--- src/rtl/rriot_pkg.sv ---
// Shared types and constants for the RRIOT interval timer and its request scheduler.
package rriot_pkg;

  typedef enum logic [2:0] {
    IDLE,
    PROG,
    ARM,
    WAIT,
    ACK,
    CLR,
    KILL
  } tsched_state_t;

  // Prescale select as decoded by the timer: clocks per tick.
  typedef enum logic [1:0] {
    DIV_1    = 2'd0,
    DIV_8    = 2'd1,
    DIV_64   = 2'd2,
    DIV_1024 = 2'd3
  } rriot_div_t;

  // Status read: touches neither the count nor the irq enable.
  localparam logic [2:0] TMR_A_STATUS = 3'b101;
  // Count read with irq enable kept: clears a pending timer irq.
  localparam logic [2:0] TMR_A_READ   = 3'b100;
  // Write with irq disabled, used to abandon an interval.
  localparam logic [2:0] TMR_A_KILL   = 3'b000;

  // A zero tick count is served as a single tick.
  function automatic logic [7:0] tick_count(input logic [7:0] c);
    return (c == 8'd0) ? 8'd1 : c;
  endfunction

endpackage

--- src/rtl/rriot_timer_sched_rr_arbiter.sv ---
// Round-robin arbiter: picks the first request at or above ptr, wrapping to 0.
module rr_arbiter #(
  parameter int NREQ = 4,
  parameter int IDW  = $clog2(NREQ)
) (
  input  logic [NREQ-1:0] req,
  input  logic [IDW-1:0]  ptr,
  output logic [NREQ-1:0] gnt,
  output logic [IDW-1:0]  idx,
  output logic            vld
);

  // Scan NREQ positions starting at ptr; the first set request wins.
  always_comb begin
    int j;
    gnt = '0;
    idx = '0;
    vld = 1'b0;
    j   = 0;
    for (int i = 0; i < NREQ; i++) begin
      j = int'(ptr) + i;
      if (j >= NREQ) j = j - NREQ;
      if (!vld && req[j]) begin
        vld    = 1'b1;
        idx    = IDW'(j);
        gnt[j] = 1'b1;
      end
    end
  end

endmodule

--- src/rtl/rriot_timer_sched.sv ---
// Shares one RRIOT interval timer between NREQ requesters: round-robin grant,
// program the timer, wait for its irq, acknowledge it, pulse done to the owner.
// Optional: define TSCHED_CANCEL_EN for cancel/cancelled ports and the KILL state.
module rriot_timer_sched
  import rriot_pkg::*;
#(
  parameter int NREQ = 4,
  parameter int IDW  = $clog2(NREQ)
) (
  input  logic              clk,
  input  logic              rst_n,
  input  logic [NREQ-1:0]   req_valid,
  input  logic [2*NREQ-1:0] req_div,
  input  logic [8*NREQ-1:0] req_count,
  output logic [NREQ-1:0]   req_ready,
  output logic [NREQ-1:0]   done,
  output logic              busy,
  output logic [IDW-1:0]    owner,
  output logic              tmr_we_n,
  output logic [2:0]        tmr_a,
  output logic [7:0]        tmr_di,
  input  logic [7:0]        tmr_do,
  input  logic              tmr_irq_n
`ifdef TSCHED_CANCEL_EN
  ,
  input  logic [NREQ-1:0]   cancel,
  output logic [NREQ-1:0]   cancelled
`endif
);

  tsched_state_t   state, state_nxt;
  logic            phase, phase_nxt;
  logic [IDW-1:0]  rr_ptr, rr_ptr_nxt, owner_nxt;
  logic [NREQ-1:0] req_ready_nxt, done_nxt;
  logic            busy_nxt, we_n_nxt;
  logic [2:0]      a_nxt;
  logic [7:0]      di_nxt;

  logic [NREQ-1:0] gnt;
  logic [IDW-1:0]  gidx;
  logic            gvld;
  rriot_div_t      gdiv;
  logic [7:0]      gcount;

  // The timer count readback is not needed to sequence intervals.
  logic tmr_do_unused;
  assign tmr_do_unused = ^tmr_do;

`ifdef TSCHED_CANCEL_EN
  logic            killed, killed_nxt;
  logic [NREQ-1:0] cancelled_nxt;
`endif

  rr_arbiter #(.NREQ(NREQ), .IDW(IDW)) u_arb (
    .req (req_valid),
    .ptr (rr_ptr),
    .gnt (gnt),
    .idx (gidx),
    .vld (gvld)
  );

  assign gdiv   = rriot_div_t'(req_div[2*gidx +: 2]);
  assign gcount = req_count[8*gidx +: 8];

  // Next state plus next value of every registered output; timer drive is
  // computed on the transition so it is on the pins during the target state.
  always_comb begin
    state_nxt     = state;
    phase_nxt     = phase;
    rr_ptr_nxt    = rr_ptr;
    owner_nxt     = owner;
    req_ready_nxt = '0;
    done_nxt      = '0;
    we_n_nxt      = 1'b1;
    a_nxt         = TMR_A_STATUS;
    di_nxt        = 8'd0;
`ifdef TSCHED_CANCEL_EN
    killed_nxt    = killed;
    cancelled_nxt = '0;
`endif
    case (state)
      IDLE: begin
        // busy is still high in the done cycle, which forces one idle gap.
        if (gvld && !busy) begin
          req_ready_nxt = gnt;
          owner_nxt     = gidx;
          rr_ptr_nxt    = (gidx == IDW'(NREQ - 1)) ? '0 : gidx + IDW'(1);
          state_nxt     = PROG;
          we_n_nxt      = 1'b0;
          a_nxt         = {1'b1, gdiv};
          di_nxt        = tick_count(gcount);
        end
      end
      PROG: begin
        state_nxt = ARM;
        phase_nxt = 1'b0;
      end
      ARM: begin
        // irq may still show a stale assertion until the timer re-registers it.
        if (phase) state_nxt = WAIT;
        else       phase_nxt = 1'b1;
      end
      WAIT: begin
        if (!tmr_irq_n) begin
          state_nxt = ACK;
          a_nxt     = TMR_A_READ;
        end
      end
      ACK: begin
        state_nxt = CLR;
        phase_nxt = 1'b0;
      end
      CLR: begin
        if (phase && tmr_irq_n) begin
          state_nxt = IDLE;
`ifdef TSCHED_CANCEL_EN
          killed_nxt = 1'b0;
          if (killed) cancelled_nxt[owner] = 1'b1;
          else        done_nxt[owner]      = 1'b1;
`else
          done_nxt[owner] = 1'b1;
`endif
        end else begin
          phase_nxt = 1'b1;
        end
      end
`ifdef TSCHED_CANCEL_EN
      KILL: begin
        state_nxt = CLR;
        phase_nxt = 1'b0;
      end
`endif
      default: state_nxt = IDLE;
    endcase
`ifdef TSCHED_CANCEL_EN
    // Owner cancel while armed or waiting: rewrite the timer with irq disabled.
    if ((state == ARM || state == WAIT) && cancel[owner]) begin
      state_nxt  = KILL;
      killed_nxt = 1'b1;
      we_n_nxt   = 1'b0;
      a_nxt      = TMR_A_KILL;
      di_nxt     = 8'd1;
    end
    busy_nxt = (state_nxt != IDLE) || (|done_nxt) || (|cancelled_nxt);
`else
    busy_nxt = (state_nxt != IDLE) || (|done_nxt);
`endif
  end

  // State, pointer and all outputs registered; synchronous active-low reset.
  always_ff @(posedge clk) begin
    if (!rst_n) begin
      state     <= IDLE;
      phase     <= 1'b0;
      rr_ptr    <= '0;
      owner     <= '0;
      req_ready <= '0;
      done      <= '0;
      busy      <= 1'b0;
      tmr_we_n  <= 1'b1;
      tmr_a     <= TMR_A_STATUS;
      tmr_di    <= 8'd0;
`ifdef TSCHED_CANCEL_EN
      killed    <= 1'b0;
      cancelled <= '0;
`endif
    end else begin
      state     <= state_nxt;
      phase     <= phase_nxt;
      rr_ptr    <= rr_ptr_nxt;
      owner     <= owner_nxt;
      req_ready <= req_ready_nxt;
      done      <= done_nxt;
      busy      <= busy_nxt;
      tmr_we_n  <= we_n_nxt;
      tmr_a     <= a_nxt;
      tmr_di    <= di_nxt;
`ifdef TSCHED_CANCEL_EN
      killed    <= killed_nxt;
      cancelled <= cancelled_nxt;
`endif
    end
  end

endmodule
--- config.mk ---
export PLATFORM = sky130hd
export DESIGN_NAME = rriot_timer_sched
export DESIGN_NICKNAME = d
export VERILOG_FILES = /design/src/rtl/rriot_pkg.sv /design/src/rtl/rriot_timer_sched_rr_arbiter.sv /design/src/rtl/rriot_timer_sched.sv
export SDC_FILE = /design/constraint.sdc
export NUM_CORES = 1
export LEC_CHECK = 0
export CAP_MARGIN = 20
export CORE_ASPECT_RATIO = 1.4
export CORE_UTILIZATION = 57
export DETAILED_ROUTE_END_ITERATION = 10
export DONT_BUFFER_PORTS = 1
export PLACE_DENSITY = 0.73
export SYNTH_ARGS = -nofsm -noshare
export SYNTH_HDL_FRONTEND = slang
export SYNTH_SLANG_ARGS = --single-unit
--- constraint.sdc ---
create_clock -name clk -period 3 [get_ports clk]
set_input_delay 0.45 -clock clk [delete_from_list [all_inputs] [get_ports clk]]
set_output_delay 0.45 -clock clk [all_outputs]
set_load 0.02 [all_outputs]
==> reports/qor.txt, run 1 <==
Clk root buf: clkbuf_8
Seq cells post-synth: 28
IO Pins: 78
Util after Layout: 0.621
Register Area: 562 µm²
Maximum vdd drop: 0.517 mV
Vias: 1,594
Endpoints failing setup: 0
Startpoint types: flop
Core ar.: 3120 µm²
Die Wd: 50.6 µm
CP Max Fanout: 12
Post-Syn Instances: 213
Clock Path Buffers: 2
IO buf count: 0
Die Area: 3540 µm²
Critical path type: flop to flop
LEAKAGE: 0.755 nW
Largest net degree at the start of global routing: 24
Synth Cell Area: 1880 µm²
Top post-synthesis cells by area: dfxtp_1 30%, nor2_1 7.0%, mux2i_1 5.9%
Pins Over Slew Limit: 0
Initial Utilization: 0.603
Worst EP required: 3.14 ns
Chip height: 70.0 µm
Fill count: 283
Post-synth EDFFs: 0
# diodes: 0
Asr flop ratio synth: 0
Hold Crit Class: input pin to flop
Number of detailed-route iterations in the first pass: 4
Final hold slack: 0.299 ns
Least-Margin Pin Slew: 0.514 ns
Sequential area share after synthesis: 0.298
Leading cell type in the layout, fill and taps excluded: nor2_1
Clk_lat worst skew: 0.27 ns
Total CTS buffers: 3
Rows: 24
DR vias/cell: 6.45
Area Growth Syn to Fin: 3.12%
Max-slew headroom: 0.654
Pwr dens: 926 nW/µm²
Setup crit end kind: flop
Most frequent cells in the layout: 35 x nor2_1, 27 x dfxtp_1, 12 x a21oi_1
Initial drt markers: 66
Routed len/inst: 16.6 µm
Final hold vios: 0
RSZ-0062 raised after global routing: no
CTS tree: built
Antenna violations before repair: 0
Place WS: 0.136 ns
Antenna-violating nets left: 0
CTS H-Tree Depth: 1
Area leader, netlist: dfxtp_1
Top FF cell, synth: dfxtp_1
Critical Path AT: 2.90 ns
Congestion Overflow GR: 0
Fmax: 363 MHz
Placed cell count: 243
Outcome: finished, final reports clean
CTS clk-pin slew, worst paths: 0.10 ns
Sink Count: 28
Period Utilization, post-route: 0.918
Vias in the first global route: 1,443
RePlAce Congestion: 0.798
YS warnings: 0
Total of max-cap violations: 0
Final Skew: 0.00703 ns
Routed WL: 4110 µm
Yosys cell types: 47
Global-route wire length before repair: 6380 µm
Syn Nets: 276
Layout Cells excl Fill: 247
Final worst slack: 0.245 ns
Area of the multi-input gates: 1190 µm²
Post-DP HPWL: 3160 µm
Setup TNS: 0 ns
Post-route DRC: 0
Synth top area share: 0.298
Syn avg cell area: 8.83 µm²
Nets@finish: 272
Total Routing Usage GR: 0.231
Final Critical Period: 2.75 ns
Share of cells above drive strength 1: 0.149
Setup bufs post-CTS: 0
final cells by class:
class | instances | share of cell area
Tap cell | 39 | 0.0251
Sequential cell | 28 | 0.289
Clock inverter | 1 | 0.0155
Inverter | 7 | 0.0135
Multi-Input combinational cell | 164 | 0.616
Clock buffer | 3 | 0.0213
Timing Repair Buffer | 5 | 0.0193
flip-flops by register name, indices dropped and copies added (netlist names):
signal and count:
rr_ptr 2, phase 1, tmr_a 2, done 4, state 3, owner 2, tmr_di 8, busy 1
req_ready 4, tmr_we_n 1
cells in the mapped netlist, types with 2 or more instances:
master and count:
nor2_1 35, dfxtp_1 28, a21oi_1 12, mux2i_1 11, o21ai_0 11, a211oi_1 9, ha_1 8, mux2_2 8
nand2_1 8, inv_1 7, clkbuf_1 5, nand3_1 5, a221oi_1 4, a22oi_1 4, buf_2 4, nand2b_1 4
nor3_1 4, nor4_1 4, or4_1 4, and3_1 3, buf_6 3, mux4_2 3, o211ai_1 3, a311o_1 2
nand2_2 2
final timing paths:
path / from / end / slack, ns / cells past startpoint
hold reg to reg: phase / phase / 0.52 / 2
setup reg to reg: rr_ptr[1] / tmr_di[4] / 0.25 / 9
hold / removal: rst_n / rr_ptr[1] / 0.30 / 1
setup / recovery: rr_ptr[1] / tmr_di[4] / 0.25 / 9
kinds of logic after synthesis:
| group | after synthesis | share of synthesized area |
|---|---|---|
| fa+ha+maj | 8 | 0.0532 |
| simple gates | 77 | 0.214 |
| compound gates | 54 | 0.205 |
| mux | 23 | 0.156 |
| buf+inv | 21 | 0.0672 |
| xor+xnor | 1 | 0.00466 |
| flops | 28 | 0.298 |
| other cells | 1 | 0.00199 |
critical path, cell delays in order, from the launching register on:
cell and delay, ns:
dfxtp_2 0.45, inv_1 0.08, ha_1 0.32, mux4_2 0.60
o21bai_1 0.23, and2_4 0.18, nor2_8 0.20, buf_4 0.22
mux2i_1 0.24, a211oi_1 0.10
per-stage QoR:
step	power, W	cell area (µm²)
finish	0.00180	1940
global route	0.00191	1940
CTS	0.00180	1940
detailed placement	0.00151	1870
global placement	0.00147	1870
floorplan	0.00139	1880
layer usage:
metal  share of wire  track usage
met1            0.39        0.252
met2            0.52        0.415
met3           0.057       0.0370
met4           0.026        0.114
met5               0            0
what timing repair did:
action	4_1_cts	5_1_grt
resized for setup	0	1
setup endpoints to repair	0	2
hold buffers	0	0
report_power, final:
part | leakage, nW | internal (W) | total (W) | switching (W)
Clock | 0.0357 | 0.000178 | 0.000291 | 0.000113
Combinational | 0.490 | 0.000383 | 0.000858 | 0.000475
Sequential | 0.229 | 0.000474 | 0.000647 | 0.000172
Total | 0.755 | 0.00104 | 0.00180 | 0.000761
No activity file was read; power rests on OpenSTA's default activity.
==> run 2: changes to the inputs <==
==> constraint.sdc (replaced) <==
create_clock -name clk -period 3 [get_ports clk]
set_input_delay 0.3 -clock clk [delete_from_list [all_inputs] [get_ports clk]]
set_output_delay 0.3 -clock clk [all_outputs]
set_load 0.02 [all_outputs]
==> reports/qor.txt, run 2 (synthesis results as in run 1) <==
Setup bufs post-CTS: 0
Pwr dens: 922 nW/µm²
Final Skew: 0.00370 ns
Outcome: finished, final reports clean
Critical Path Source: rr_ptr[1]
Rows: 24
IO buf count: 0
Setup TNS: 0 ns
Reg with most FFs: tmr_di
Most frequent cells in the layout: 35 x nor2_1, 27 x dfxtp_1, 12 x a21oi_1
# diodes: 0
CTS H-Tree Depth: 1
Final hold vios: 0
Min-delay src: rst_n
Share of cells above drive strength 1: 0.149
Worst EP required: 3.15 ns
LEAKAGE: 0.755 nW
RePlAce Congestion: 0.796
Hold Crit Class: input pin to flop
Least-Margin Pin Slew: 0.502 ns
Register Area: 562 µm²
Cts hold-fix bufs: 0
Initial Utilization: 0.603
CTS tree: built
Post-DP HPWL: 3140 µm
CTS clk-pin slew, worst paths: 0.09 ns
Critical path type: flop to flop
Vias: 1,603
Max reg flops: 8
Core ar.: 3120 µm²
Nets@finish: 272
Routed len/inst: 16.4 µm
Die Area: 3540 µm²
Total Routing Usage GR: 0.234
CP Max Fanout: 12
Clk_lat worst skew: 0.27 ns
Top Registers: tmr_di x8, done x4, req_ready x4
DR vias/cell: 6.49
Routed WL: 4050 µm
Number of detailed-route iterations in the first pass: 4
Maximum vdd drop: 0.526 mV
Fill count: 274
Tot Pwr: 0.00179 W
Antenna violations before repair: 0
Area of the multi-input gates: 1190 µm²
Pins Over Slew Limit: 0
Clock Path Buffers: 2
IO Pins: 78
Total of max-cap violations: 0
Final Critical Period: 2.77 ns
Max-slew headroom: 0.662
Fmax: 361 MHz
Endpoints failing setup: 0
RSZ-0062 raised after global routing: no
Setup crit end kind: flop
Largest net degree at the start of global routing: 24
Antenna-violating nets left: 0
Period Utilization, post-route: 0.923
Die Wd: 50.6 µm
Initial drt markers: 40
Area Growth Syn to Fin: 3.12%
Global-route wire length before repair: 6530 µm
Critical Path AT: 2.92 ns
Leading cell type in the layout, fill and taps excluded: nor2_1
Startpoint types: flop
Sink Count: 28
Congestion Overflow GR: 0
Chip height: 70.0 µm
Clk root buf: clkbuf_8
Vias in the first global route: 1,546
Reg2Reg Launch Point: rr_ptr[1]
Post-route DRC: 0
Total CTS buffers: 3
## run 2: cell counts in the layout (fill, tap and decap cells not counted)
No cell type changed its count.
## run 2: final timing paths
kind                    end  slack (ns)  depth (start not counted)
setup / recovery  tmr_di[6]        0.23                          9
setup reg to reg  tmr_di[6]        0.23                          9
hold reg to reg       phase        0.52                          2
hold / removal    rr_ptr[1]        0.14                          1
## run 2: timing repair
action	4_1_cts	5_1_grt
gates resized for setup	0	1
endpoints found under the hold margin	0	0
setup endpoints to repair	0	4
## run 2: through the flow
stage | hold slack [ns] | area, µm² | utilization | cells | setup slack (ns)
4_1_cts | 0.134 | 1940 | 0.621 | 247 | 0.0961
3_3_place_gp | 0.426 | 1870 | 0.598 | 243 | 0.229
6_report | 0.143 | 1940 | 0.621 | 247 | 0.231
3_5_place_dp | 0.427 | 1870 | 0.598 | 243 | 0.123
2_1_floorplan | 0.422 | 1880 | - | 213 | 0.0702
5_1_grt | 0.131 | 1940 | 0.621 | 247 | 0.104
## run 2: cell type report
cell class | instances | share of cell area
timing repair buffer | 5 | 0.0193
clock inverter | 1 | 0.0155
multi-input combinational | 164 | 0.616
inverter | 7 | 0.0135
sequential | 28 | 0.289
tap | 39 | 0.0251
clock buffer | 3 | 0.0213
## run 2: critical path: stages, from the launching register on
cell	delay [ns]
dfxtp_2	0.45
inv_1	0.08
ha_1	0.32
mux4_2	0.59
o21bai_1	0.23
and2_4	0.19
nor2_8	0.20
mux2_2	0.36
nor2_1	0.14
a211oi_1	0.07
## run 2: report_power, final
part           total [W]  switching [W]  internal [W]
Sequential      0.000647       0.000173      0.000474
Combinational   0.000851       0.000468      0.000383
Clock           0.000292       0.000113      0.000179
Total            0.00179       0.000754       0.00104
## run 2: layer usage
layer	routed length (µm)	GRT usage	vias to the layer above
li1	-	-	770
met1	1500	0.244	741
met2	2130	0.422	76
met3	270	0.0479	16
met4	144	0.130	0
met5	0	0	-
